===== config.mk =====
export PLATFORM = sky130hd
export DESIGN_NAME = tone_seq_synth
export DESIGN_NICKNAME = d
export VERILOG_FILES = /design/src/rtl/tone_seq_synth.sv
export SDC_FILE = /design/constraint.sdc
export NUM_CORES = 1
export LEC_CHECK = 0
export BUFFER_PORTS_ARGS = -buffer_cell sky130_fd_sc_hd__buf_4
export CORE_MARGIN = 1.5
export CORE_UTILIZATION = 65
export DETAILED_ROUTE_END_ITERATION = 10
export GPL_TIMING_DRIVEN = 1
export PLACE_DENSITY = 0.83
export REMOVE_ABC_BUFFERS = 1
export SYNTH_ARGS = -nofsm -noshare
export SYNTH_HDL_FRONTEND = slang
export SYNTH_SLANG_ARGS = --single-unit

===== constraint.sdc =====
create_clock -name clk -period 9.85 [get_ports clk]
set_input_delay 0.985 -clock clk [delete_from_list [all_inputs] [get_ports clk]]
set_output_delay 0.985 -clock clk [all_outputs]
set_load 0.005 [all_outputs]

===== src/rtl/tone_seq_synth.sv =====
// tone_seq_synth: multi-voice square-wave synth with step sequencer,
// per-step decay envelope and first-order sigma-delta 1-bit mixer.
//
// Ports:
//   clk, rst_n            clock, async active-low reset
//   line_tick, frame_tick scanline / frame pulses from the video timing
//   run                   1 = play sequence, 0 = stopped and silent
//   seq_we/addr/data      note table write port (addr = step*NVOICES+voice)
//   voice_out             raw square wave per voice
//   sound                 sigma-delta audio bit
//   step_idx, env_level   current sequencer step and envelope value
//   step_strobe           one-cycle pulse after the step advances
module tone_seq_synth #(
    parameter  int NVOICES     = 2,
    parameter  int DIV_W       = 9,
    parameter  int STEPS       = 8,
    parameter  int STEP_FRAMES = 128,
    parameter  int ENV_W       = 5,
    localparam int DEPTH       = STEPS * NVOICES,
    localparam int AW          = (DEPTH > 1) ? $clog2(DEPTH) : 1,
    localparam int SW          = $clog2(STEPS)
) (
    input  logic               clk,
    input  logic               rst_n,
    input  logic               line_tick,
    input  logic               frame_tick,
    input  logic               run,
    input  logic               seq_we,
    input  logic [AW-1:0]      seq_addr,
    input  logic [DIV_W-1:0]   seq_data,
    output logic [NVOICES-1:0] voice_out,
    output logic               sound,
    output logic [SW-1:0]      step_idx,
    output logic [ENV_W-1:0]   env_level,
    output logic               step_strobe
);

    localparam int NVB = (NVOICES > 1) ? $clog2(NVOICES) : 0;
    localparam int M   = ENV_W + NVB;
    localparam int FW  = (STEP_FRAMES > 1) ? $clog2(STEP_FRAMES) : 1;

    localparam logic [ENV_W-1:0] ENV_MAX   = '1;
    localparam logic [AW:0]      DEPTH_L   = (AW+1)'(DEPTH);
    localparam logic [FW-1:0]    FRAME_END = FW'(STEP_FRAMES - 1);
    localparam logic [SW-1:0]    STEP_END  = SW'(STEPS - 1);

    logic [DIV_W-1:0] tbl    [DEPTH];
    logic [DIV_W-1:0] period [NVOICES];
    logic [DIV_W-1:0] ctr    [NVOICES];

    logic          run_q;
    logic          run_rise;
    logic [FW-1:0] frame_cnt;
    logic          frame_wrap;
    logic          addr_ok;

    logic [M-1:0]  mix;
    logic [M-1:0]  acc;

    assign run_rise   = run & ~run_q;
    assign frame_wrap = (frame_cnt == FRAME_END);
    assign addr_ok    = ({1'b0, seq_addr} < DEPTH_L);

    // Note table
    always_ff @(posedge clk or negedge rst_n) begin
        if (!rst_n) begin
            for (int i = 0; i < DEPTH; i++) begin
                tbl[i] <= '0;
            end
        end else if (seq_we && addr_ok) begin
            tbl[seq_addr] <= seq_data;
        end
    end

    // Current-step periods; reads the pre-write, pre-advance values
    always_comb begin
        for (int v = 0; v < NVOICES; v++) begin
            period[v] = tbl[AW'(int'(step_idx) * NVOICES + v)];
        end
    end

    // Voice dividers; ctr >= P also covers a period that shrank mid-count
    always_ff @(posedge clk or negedge rst_n) begin
        if (!rst_n) begin
            voice_out <= '0;
            for (int v = 0; v < NVOICES; v++) begin
                ctr[v] <= '0;
            end
        end else begin
            for (int v = 0; v < NVOICES; v++) begin
                if (!run || period[v] == '0) begin
                    ctr[v]       <= '0;
                    voice_out[v] <= 1'b0;
                end else if (line_tick) begin
                    if (ctr[v] >= period[v]) begin
                        ctr[v]       <= '0;
                        voice_out[v] <= ~voice_out[v];
                    end else begin
                        ctr[v] <= ctr[v] + DIV_W'(1);
                    end
                end
            end
        end
    end

    always_ff @(posedge clk or negedge rst_n) begin
        if (!rst_n) begin
            run_q <= 1'b0;
        end else begin
            run_q <= run;
        end
    end

    // Sequencer and envelope
    always_ff @(posedge clk or negedge rst_n) begin
        if (!rst_n) begin
            step_idx    <= '0;
            frame_cnt   <= '0;
            env_level   <= '0;
            step_strobe <= 1'b0;
        end else if (!run) begin
            step_idx    <= '0;
            frame_cnt   <= '0;
            env_level   <= '0;
            step_strobe <= 1'b0;
        end else begin
            step_strobe <= 1'b0;
            if (frame_tick) begin
                if (frame_wrap) begin
                    frame_cnt   <= '0;
                    step_idx    <= (step_idx == STEP_END) ?
                                   '0 : step_idx + SW'(1);
                    env_level   <= ENV_MAX;
                    step_strobe <= 1'b1;
                end else begin
                    frame_cnt <= frame_cnt + FW'(1);
                    env_level <= (env_level == '0) ?
                                 '0 : env_level - ENV_W'(1);
                end
            end
            // Starting playback always begins at full loudness
            if (run_rise) begin
                env_level <= ENV_MAX;
            end
        end
    end

    // Mixer: sum of gated envelope per active voice
    always_comb begin
        mix = '0;
        for (int v = 0; v < NVOICES; v++) begin
            mix = mix + (voice_out[v] ? M'(env_level) : M'(0));
        end
    end

    // Sigma-delta: carry out of the accumulator is the pulse stream
    always_ff @(posedge clk or negedge rst_n) begin
        if (!rst_n) begin
            acc   <= '0;
            sound <= 1'b0;
        end else if (!run) begin
            acc   <= '0;
            sound <= 1'b0;
        end else begin
            {sound, acc} <= {1'b0, acc} + {1'b0, mix};
        end
    end

endmodule


== After elaboration in Yosys (flattened, before gate mapping) ==
Cells that the tools add are included.
W data, S select, Z words.
Operators by class
  magnitude comparators: 6
  $add $sub $neg: 8
  reductions and logical operators: 14
  equal/unequal tests: 5
  bitwise gates (word level): 7
  multiplexer cells: 40
Operator list (number)
  $bwmux W144: 1
  $mux W9: 11
  $bmux W9 S4: 2
  $demux W9 S4: 1
  $mux W5: 7
  $mux W7: 3
  $add A9 B1 Y9 const B: 2
  $ge A9 B9 Y1: 2
  $logic_not A9 Y1: 2
  $mux W3: 4
  $ge A4 B5 Y1 const B: 2
  $mux W1: 10
  $not A4 Y4: 2
  $reduce_bool A2 Y1: 4
  $add A6 B6 Y7: 1
  $add A7 B1 Y7 const B: 1
  $eq A7 B7 Y1 const B: 1
  $add A5 B5 Y6: 1
  $mux W6: 1
  $reduce_and A2 Y1: 3
  $ge A5 B5 Y1 const B: 1
  $logic_not A5 Y1: 1
  $lt A5 B1 Y1 const B: 1
  $not A4 Y5: 1
  12 further kinds: 15
Storage, ports and cells
  bits in registers: 188
  output and inout port bits: 12
  word-level logic and storage cells: 107
  bits of input ports: 19

== Depth between registers and ports, before layout ==
Gate-level depths: netlist of the first run.
  word-level depth: 9
  depth in mapped cells: 12
  depth with buffers taken out: 9

== Worst setup path after synthesis of the first run ==
OpenSTA, ideal clock, no wires.
  path type: reg-to-reg
  start: reg step_idx[1]
  end: reg ctr[2] in the netlist's numbering
  required time: 9.763 ns
  cell stages (with the launch flop): 13
  data arrival time: 3.879 ns
  clock period less this slack: 3.966 ns
  setup time: 0.087 ns
  path buffers: 4
  path slack: 5.884 ns
  cell sequence: dfrtp_1 > buf_6 > clkbuf_1 > buf_1 > buf_2 > mux4_2 > mux2i_1 > ha_1 > a211oi_1 > o21ai_0 > a211oi_1 > nor3_1 > nor3_1
Between the ends
  word-level cells in the longest chain between the ends: 9
  elaborated cells on any way between the ends: 12
  classes of those cells: add/sub: 1; order compare: 1; mux: 6; bitwise: 1; reduce/logical: 3
RTL lines
  from (decl): line 33  | output logic [SW-1:0] step_idx,
  from (signal assigned): line 131  | step_idx <= (step_idx == STEP_END) ?
  $add A4 B1 Y4 (*): line 78  | period[v] = tbl[AW'(int'(step_idx) * NVOICES + v)];
  $not A4 Y4 (implied by the code) (*): line 78
  $bmux W9 S4 (*): line 78
  $mux W9 (implied by the code) (*) (2 in a row): line 78
  $ge A9 B9 Y1: line 95  | if (ctr[v] >= period[v]) begin
  $mux W9: line 95
  $mux W9: line 94  | end else if (line_tick) begin
  $mux W9: line 91  | if (!run || period[v] == '0) begin
  to (signal, indexed assignment): line 99  | ctr[v] <= ctr[v] + DIV_W'(1);
  to (decl): line 49  | logic [DIV_W-1:0] ctr [NVOICES];
Every way passes the cells marked *; elsewhere a longest branch is shown, timed or not. The select of a mux whose other input is x is not followed.
A chain may end at the register's enable or synchronous reset.

== Final worst setup path of the first run ==
  start: reg step_idx[1]
  end: reg ctr[8] in the netlist's numbering
The elaborated chain is that of the path after synthesis.

==> impl_results.md, run 1 <==
- Hold Buf Count CTS: 0
- Startpoint Class: flop
- Setup Fix Bufs, Post-CTS: 0
- CTS tree: yes
- Die H: 125 µm
- First-pass GRT wire length: 35.0 mm
- Initial Util: 66.7%
- Num CTS Buffers: 17
- # rows: 44
- Final period util: a little under two fifths
- Hold crit path type: reg2reg
- Syn avg cell area: ~13 µm²
- Crit Path Class: reg2reg
- Drt via density: between 6 and 7
- Slew HR: 24.9%
- Post-CTS sizing: 0
- Peak supply drop: around 0.00015 V
- Htree depth: 4
- IO Pins: 31
- Detailed Place HPWL: 13.8 mm
- Count of final setup violators: 0
- Share of cells above drive strength 1: between 30% and 40%
- Most common cell after layout, fill and taps aside: dfrtp_1
- Power Density: 193 mW/mm²
- Via count: between 6000 and 7000
- Initial antenna violation count: 0
- Maxcap violations: 0
- Cells after Synth: approximately 760
- Detail Route Antenna Nets: 0
- YS warnings: 0
- Final slew viol count: 0
- Count of cell types in the netlist: a little under 60
- Post-Route Setup TNS: 0 ns
- Total congestion overflow: 0
- Ys async rst share: 100%
- Clk sink count: 188
- ANT cells: 0
- DIE WIDTH: about 130 µm
- Tot GR Track Use: between 20% and 30%
- Worst slew pin tran: around 1.1 ns
- RSZ-0062 raised after global routing: false
- Crit-path max FO: 47
- Fmax: 266 MHz
- WHS: around 0.5 ns
- Synthesis-stage register bit count: approximately 190
- CTS Root Buffer Type: clkbuf_16
- Post-layout net count: just over 800
- Clk_skew: 0.00612 ns
- Sequential fraction of the synthesis area: slightly below 50%
- Area Growth Syn to Fin: 9.41%
- WL final: ~21 mm
- Synth Flop Type: dfrtp_1
- Final hold violation count: 0
- Core Footprint: 0.0146 mm²
- CP required: ~10 ns
- Leak pwr: about 4.5 nW
- Crit path arrival time: roughly 4.1 ns
- Largest net degree at the start of global routing: approximately 100
- Critical Path Sink Type: flop
- Die area: about 0.016 mm²
- Vias in the first global route: 6789
- Clock Pin Slew Worst Setup and Hold Paths: about 0.07 ns
- First-pass iteration count of the detailed router: 5
- Most frequent cells in the layout: dfrtp_1, mux2_2, nor2_1
- WL/cell: about 22 µm
- Bufs on Longest Clock Path: 2
- Clock period minus worst slack: approximately 3.8 ns
- Placer Congestion: 0.873
- Drc violations: 0
- Count of buffers from port buffering: 30
- Post-synth EDFFs: 0
- Cell Area, Synth: approximately 0.0097 mm²
- Initial drt markers: 566
- Clock Latency Late Sink: around 0.44 ns
- Status: finished clean
kinds of logic (layout without fill, tap and decap cells):
logic type,Yosys count,in the layout,share of synthesized area (%)
flip-flops,188,188,48.3
multiplexers,201,201,27.5
XOR/XNOR,16,16,1.44
AO/OA/AOI/OAI,89,89,6.45
adder cells (fa/ha/maj),35,35,4.96
AND/OR/NAND/NOR,180,180,9.39
buffers and inverters,47,74,1.95
worst paths after layout:
| path | slack, ns | from | endpoint | depth (start not counted) |
|---|---|---|---|---|
| max reg2reg | 6.10 | step_idx[1] | ctr[8] | 9 |
| max | 6.10 | step_idx[1] | ctr[8] | 9 |
| min | 0.50 | tbl[90] | tbl[90] | 1 |
| min in group asynchronous | 0.65 | rst_n | ctr[11] | 1 |
| max in group asynchronous | 7.49 | rst_n | step_idx[2] | 2 |
| min reg2reg | 0.50 | tbl[90] | tbl[90] | 1 |
per-layer routing:
layer | wire length [µm] | GRT usage (%) | up-vias
met1 | 9180 | 38.7 | 3346
met5 | 0 | 0 | -
met3 | 946 | 5.35 | 36
li1 | - | - | 2858
met4 | 383 | 9.36 | 0
met2 | 10600 | 47.2 | 215
sequential cells by signal, summed over array words and instances, names as in the netlist:
register,count
sound,1
voice_out,2
step_strobe,1
tbl,144
step_idx,3
acc,6
run_q,1
frame_cnt,7
env_level,5
ctr,18
cell usage after synthesis (2+ instances only):
cell | instances | area [µm²]
a211oi_1 | 3 | 22.5
a21o_1 | 2 | 15.0
a21oi_1 | 27 | 135
a31oi_1 | 7 | 43.8
and2_1 | 14 | 87.6
buf_1 | 4 | 15.0
buf_2 | 2 | 10.0
clkbuf_1 | 30 | 113
dfrtp_1 | 188 | 4700
fa_1 | 6 | 120
ha_1 | 29 | 363
inv_1 | 9 | 33.8
mux2_2 | 146 | 1640
mux2i_1 | 17 | 170
mux4_1 | 2 | 52.6
mux4_2 | 36 | 811
nand2_1 | 33 | 124
nand2b_1 | 6 | 37.5
nand3_1 | 8 | 40.0
nand3b_1 | 4 | 30.0
nand4_1 | 9 | 56.3
nor2_1 | 42 | 158
nor2b_1 | 7 | 43.8
nor3_1 | 31 | 155
nor3b_1 | 2 | 15.0
nor4_1 | 9 | 56.3
o2111a_1 | 2 | 22.5
o211ai_1 | 10 | 75.1
o21a_1 | 3 | 22.5
o21ai_0 | 14 | 70.1
o221ai_1 | 2 | 17.5
o22ai_1 | 2 | 12.5
o311ai_0 | 2 | 17.5
o41ai_1 | 2 | 17.5
o41ai_4 | 2 | 55.1
or3_1 | 8 | 50.1
xnor2_1 | 5 | 43.8
xor2_1 | 11 | 96.3
critical path, cell delays in order, from the launching register on:
cell	delay (ns)
dfrtp_2	0.34
buf_4	0.60
mux4_1	0.64
mux2_2	0.31
ha_1	0.28
nor2b_1	0.11
o21ai_0	0.11
a211oi_1	0.76
nor3_1	0.22
nor3_1	0.27
power breakdown:
group / switching, W / internal [W]
clock network: 0.000319 / 0.000358
registers: 0.0000990 / 0.000915
logic: 0.000164 / 0.000206
total: 0.000582 / 0.00148
cell type report:
class | instances | area [µm²]
multi-input cells | 521 | 4840
flip-flops and latches | 188 | 4710
clock buffers | 17 | 425
well taps | 184 | 230
inverters | 9 | 33.8
repair buffers | 34 | 259
fillers | 929 | 3940
clock inverters | 14 | 154
through the flow:
step | std cells | utilization, % | total power (W) | area, µm² | setup slack (ns)
after global routing | 967 | 73.0 | 0.00215 | 10700 | 5.80
final | 967 | 73.0 | 0.00206 | 10700 | 6.10
after global placement | 936 | 69.1 | 0.00135 | 10100 | 6.29
after CTS | 967 | 73.0 | 0.00207 | 10700 | 6.12
after detailed placement | 936 | 69.1 | 0.00139 | 10100 | 6.16
after floorplan | 718 | - | 0.00126 | 9580 | 5.98
Note: power is estimated with default switching activity, not from simulation.
==> inputs of run 2 (changes only) <==
ABC_AREA = 1   (was unset)
CORE_UTILIZATION = 57   (was 65)
PLACE_DENSITY = 0.77   (was 0.83)
clock period = 3.4 ns   (was 9.85 ns; I/O delays follow)
==> run 2 against run 1 <==
Effect of this change:
- the run now ends with hold timing left
- combinational power increased to 2.9 times the previous value
- design area decreased by 0.22%
- clock power increased to 2.7 times the previous value
- wire length increased by 7.0%
- synthesized cell count increased by 64%
- critical path depth increased by 3
- utilization decreased by 9.4 points
- first-iteration DRC count increased by 19%
- critical endpoint is now voice_out[1]
==> impl_results.md, run 2 <==
- Status: complete, but fails checks
- Failing checks: hold timing
- Cell Area, Synth: 0.00981 mm² (+0.78%)
- Top cell type's share of synthesized area: 47.9% (-0.38 points)
- Initial Util: 58.8% (-8.0 points)
- Crit Path Class: reg2reg
- Placer Congestion: 0.832 (-4.7%)
- First-pass GRT wire length: 38.2 mm (+9.3%)
- Die area: 0.0180 mm² (+15%)
- WL/cell: 15.4 µm (-30%)
- Top cells by instance count after synthesis: nand2_1, dfrtp_1, o21ai_0
- Maxcap violations: 0 (unchanged)
- Vias in the first global route: 7744 (+14%)
- Share of cells above drive strength 1: 6.89% (-26 points)
- Most common cell after layout, fill and taps aside: nand2_1
- Initial drt markers: 675 (+19%)
- Power Density: 542 mW/mm² (+180%)
- Worst slew pin tran: 1.22 ns (+0.0941 ns)
- Final slew viol count: 0 (unchanged)
- Most instantiated library cell after synthesis: nand2_1
- Most frequent cells in the layout: nand2_1, dfrtp_1, o21ai_0
- CTS Root Buffer Type: clkbuf_16
- Via count: 8147 (+26%)
- Crit path arrival time: 3.28 ns (-0.82 ns)
- Largest net degree at the start of global routing: 103 (unchanged)
- Final WS setup: 0.472 ns (-5.62 ns)
- Biggest regs: tbl: 144 flops, ctr: 18 flops, frame_cnt: 7 flops
- Post-CTS sizing: 0 (unchanged)
- Leak pwr: 5.45 nW (+21%)
- Clk_skew: 0.00888 ns (+0.00276 ns)
- CTS tree: yes
- Hold Buf Count CTS: 0 (unchanged)
- Startpoint Class: flop
- Hold crit path type: in2async
- Clock Pin Slew Worst Setup and Hold Paths: 0.07 ns (about the same)
- RSZ-0062 raised after global routing: false
- Pwr Total: 0.00576 W (+180%)
- Drt via density: 5.55 (-17%)
- IO Pins: 31 (unchanged)
- Num CTS Buffers: 17 (unchanged)
- Final period util: 86.1% (+48 points)
- Crit-path max FO: 83 (+77%)
- Pre-CTS WS: 0.542 ns (-5.61 ns)
- DIE WIDTH: 134 µm (+7.0%)
- Tot GR Track Use: 26.6% (-1.9 points)
- Htree depth: 4 (unchanged)
- Cells after Synth: 1239 (+64%)
- WL final: 22.6 mm (+7.0%)
- Initial antenna violation count: 0 (unchanged)
- Peak supply drop: 0.000402 V (+170%)
- Clk sink count: 188 (unchanged)
- Slew HR: 18.5% (-6.4 points)
- Bufs on Longest Clock Path: 2 (unchanged)
- Max FFs per register: 144 (unchanged)
- Most area-consuming cells after synthesis: dfrtp_1, nand2_1, o21ai_0
- Ys async rst share: 100% (unchanged)
- Clock Latency Late Sink: 0.43 ns (about the same)
- Design Area, Final: 0.0106 mm² (-0.22%)
- Post-DP Area: 0.0101 mm² (+0.31%)
- Core Footprint: 0.0167 mm² (+14%)
- Die H: 134 µm (+7.0%)
- Syn avg cell area: 7.92 µm² (-39%)
- First-pass iteration count of the detailed router: 5 (unchanged)
- Synthesis-stage register bit count: 188 (unchanged)
- Yosys top cell by area: dfrtp_1
- Fmax: 342 MHz (+28%)
- Drc violations: 0 (unchanged)
- # rows: 47 (+6.8%)
- Area Growth Syn to Fin: 8.31%
- CP required: 3.75 ns (-6.44 ns)
- Post-Route Setup TNS: 0 ns (unchanged)
- Synth Flop Type: dfrtp_1
- Final hold violation count: 7 (+7)
- Critical Path Sink Type: flop
- YS warnings: 0 (unchanged)
- Post-layout net count: 1293 (+57%)
- Setup Fix Bufs, Post-CTS: 0 (unchanged)
- Count of buffers from port buffering: 30 (unchanged)
- Detailed Place HPWL: 14.6 mm (+6.3%)
- Count of cell types in the netlist: 38 (-34%)
- Sequential fraction of the synthesis area: 47.9% (-0.38 points)
- Post-synth EDFFs: 0 (unchanged)
- Clock period minus worst slack: 2.93 ns (-0.827 ns)
- Detail Route Antenna Nets: 0 (unchanged)
- Count of final setup violators: 0 (unchanged)
- ANT cells: 0 (unchanged)
- Total congestion overflow: 0 (unchanged)
- WHS: -0.0214 ns (-0.526 ns)
- Largest Register: tbl
run 2: changes by cell type after synthesis, moves of 15 or more:
cell / change
nor3_1: -29
nand4_1: +16
inv_1: +127
mux2i_1: -17
o21ai_0: +156
nand2_1: +320
a21oi_1: +15
mux2_2: -146
o21ai_1: +23
mux4_2: -36
nor2_1: +25
nand3_1: +67
run 2: kinds of logic after synthesis:
family / count (synthesis) / share of synthesized area [%]
simple gates: 541 / 23.2
fa+ha+maj: 35 / 4.92
compound gates: 257 / 13.8
flops: 188 / 47.9
buf+inv: 203 / 8.87
xor+xnor: 15 / 1.34
run 2: routing by layer:
metal  global-route usage (%)  routed length, µm  vias up
met5                        0                  0        -
met3                     5.37               1060       33
met1                     36.5              10300     3921
met4                     10.2                412        0
met2                     42.0              10800      192
li1                         -                  -     4001
run 2: worst paths after layout:
kind,start,end,slack [ns],depth (start not counted)
max,step_idx[0],voice_out[1],0.47,12
min,rst_n,tbl[120],-0.02,1
max reg2reg,step_idx[0],voice_out[1],0.47,12
min reg2reg,tbl[140],tbl[140],0.48,2
max in group asynchronous,rst_n,tbl[140],2.59,2
min in group clk,seq_data[0],tbl[18],0.15,3
run 2: layout make-up:
class | count | area [µm²]
Fill cell | 1480 | 6070
Clock buffer | 22 | 454
Sequential cell | 188 | 4700
Tap cell | 220 | 275
Multi-Input combinational cell | 848 | 4240
Inverter | 140 | 526
Timing Repair Buffer | 44 | 362
Clock inverter | 7 | 70.1
run 2: worst max-delay path: stages (launching register included):
cell	delay, ns
dfrtp_1	0.38
inv_2	0.21
buf_12	0.33
a21oi_1	0.11
o21ai_1	0.10
nand3_1	0.12
nand2_1	0.15
ha_1	0.26
a21oi_1	0.14
o21a_1	0.13
nand4_1	0.38
and3_1	0.33
nor3_1	0.17
run 2: through the flow:
stage,instances,util (%)
floorplan,1176,-
global placement,1440,60.5
detailed placement,1440,60.5
CTS,1469,63.7
global route,1469,63.7
finish,1469,63.7
run 2: power breakdown:
part / total, W / switching (W) / leakage (nW) / internal [W]
combinational: 0.00106 / 0.000655 / 2.80 / 0.000409
sequential: 0.00286 / 0.000220 / 2.40 / 0.00264
clock: 0.00184 / 0.000828 / 0.244 / 0.00101
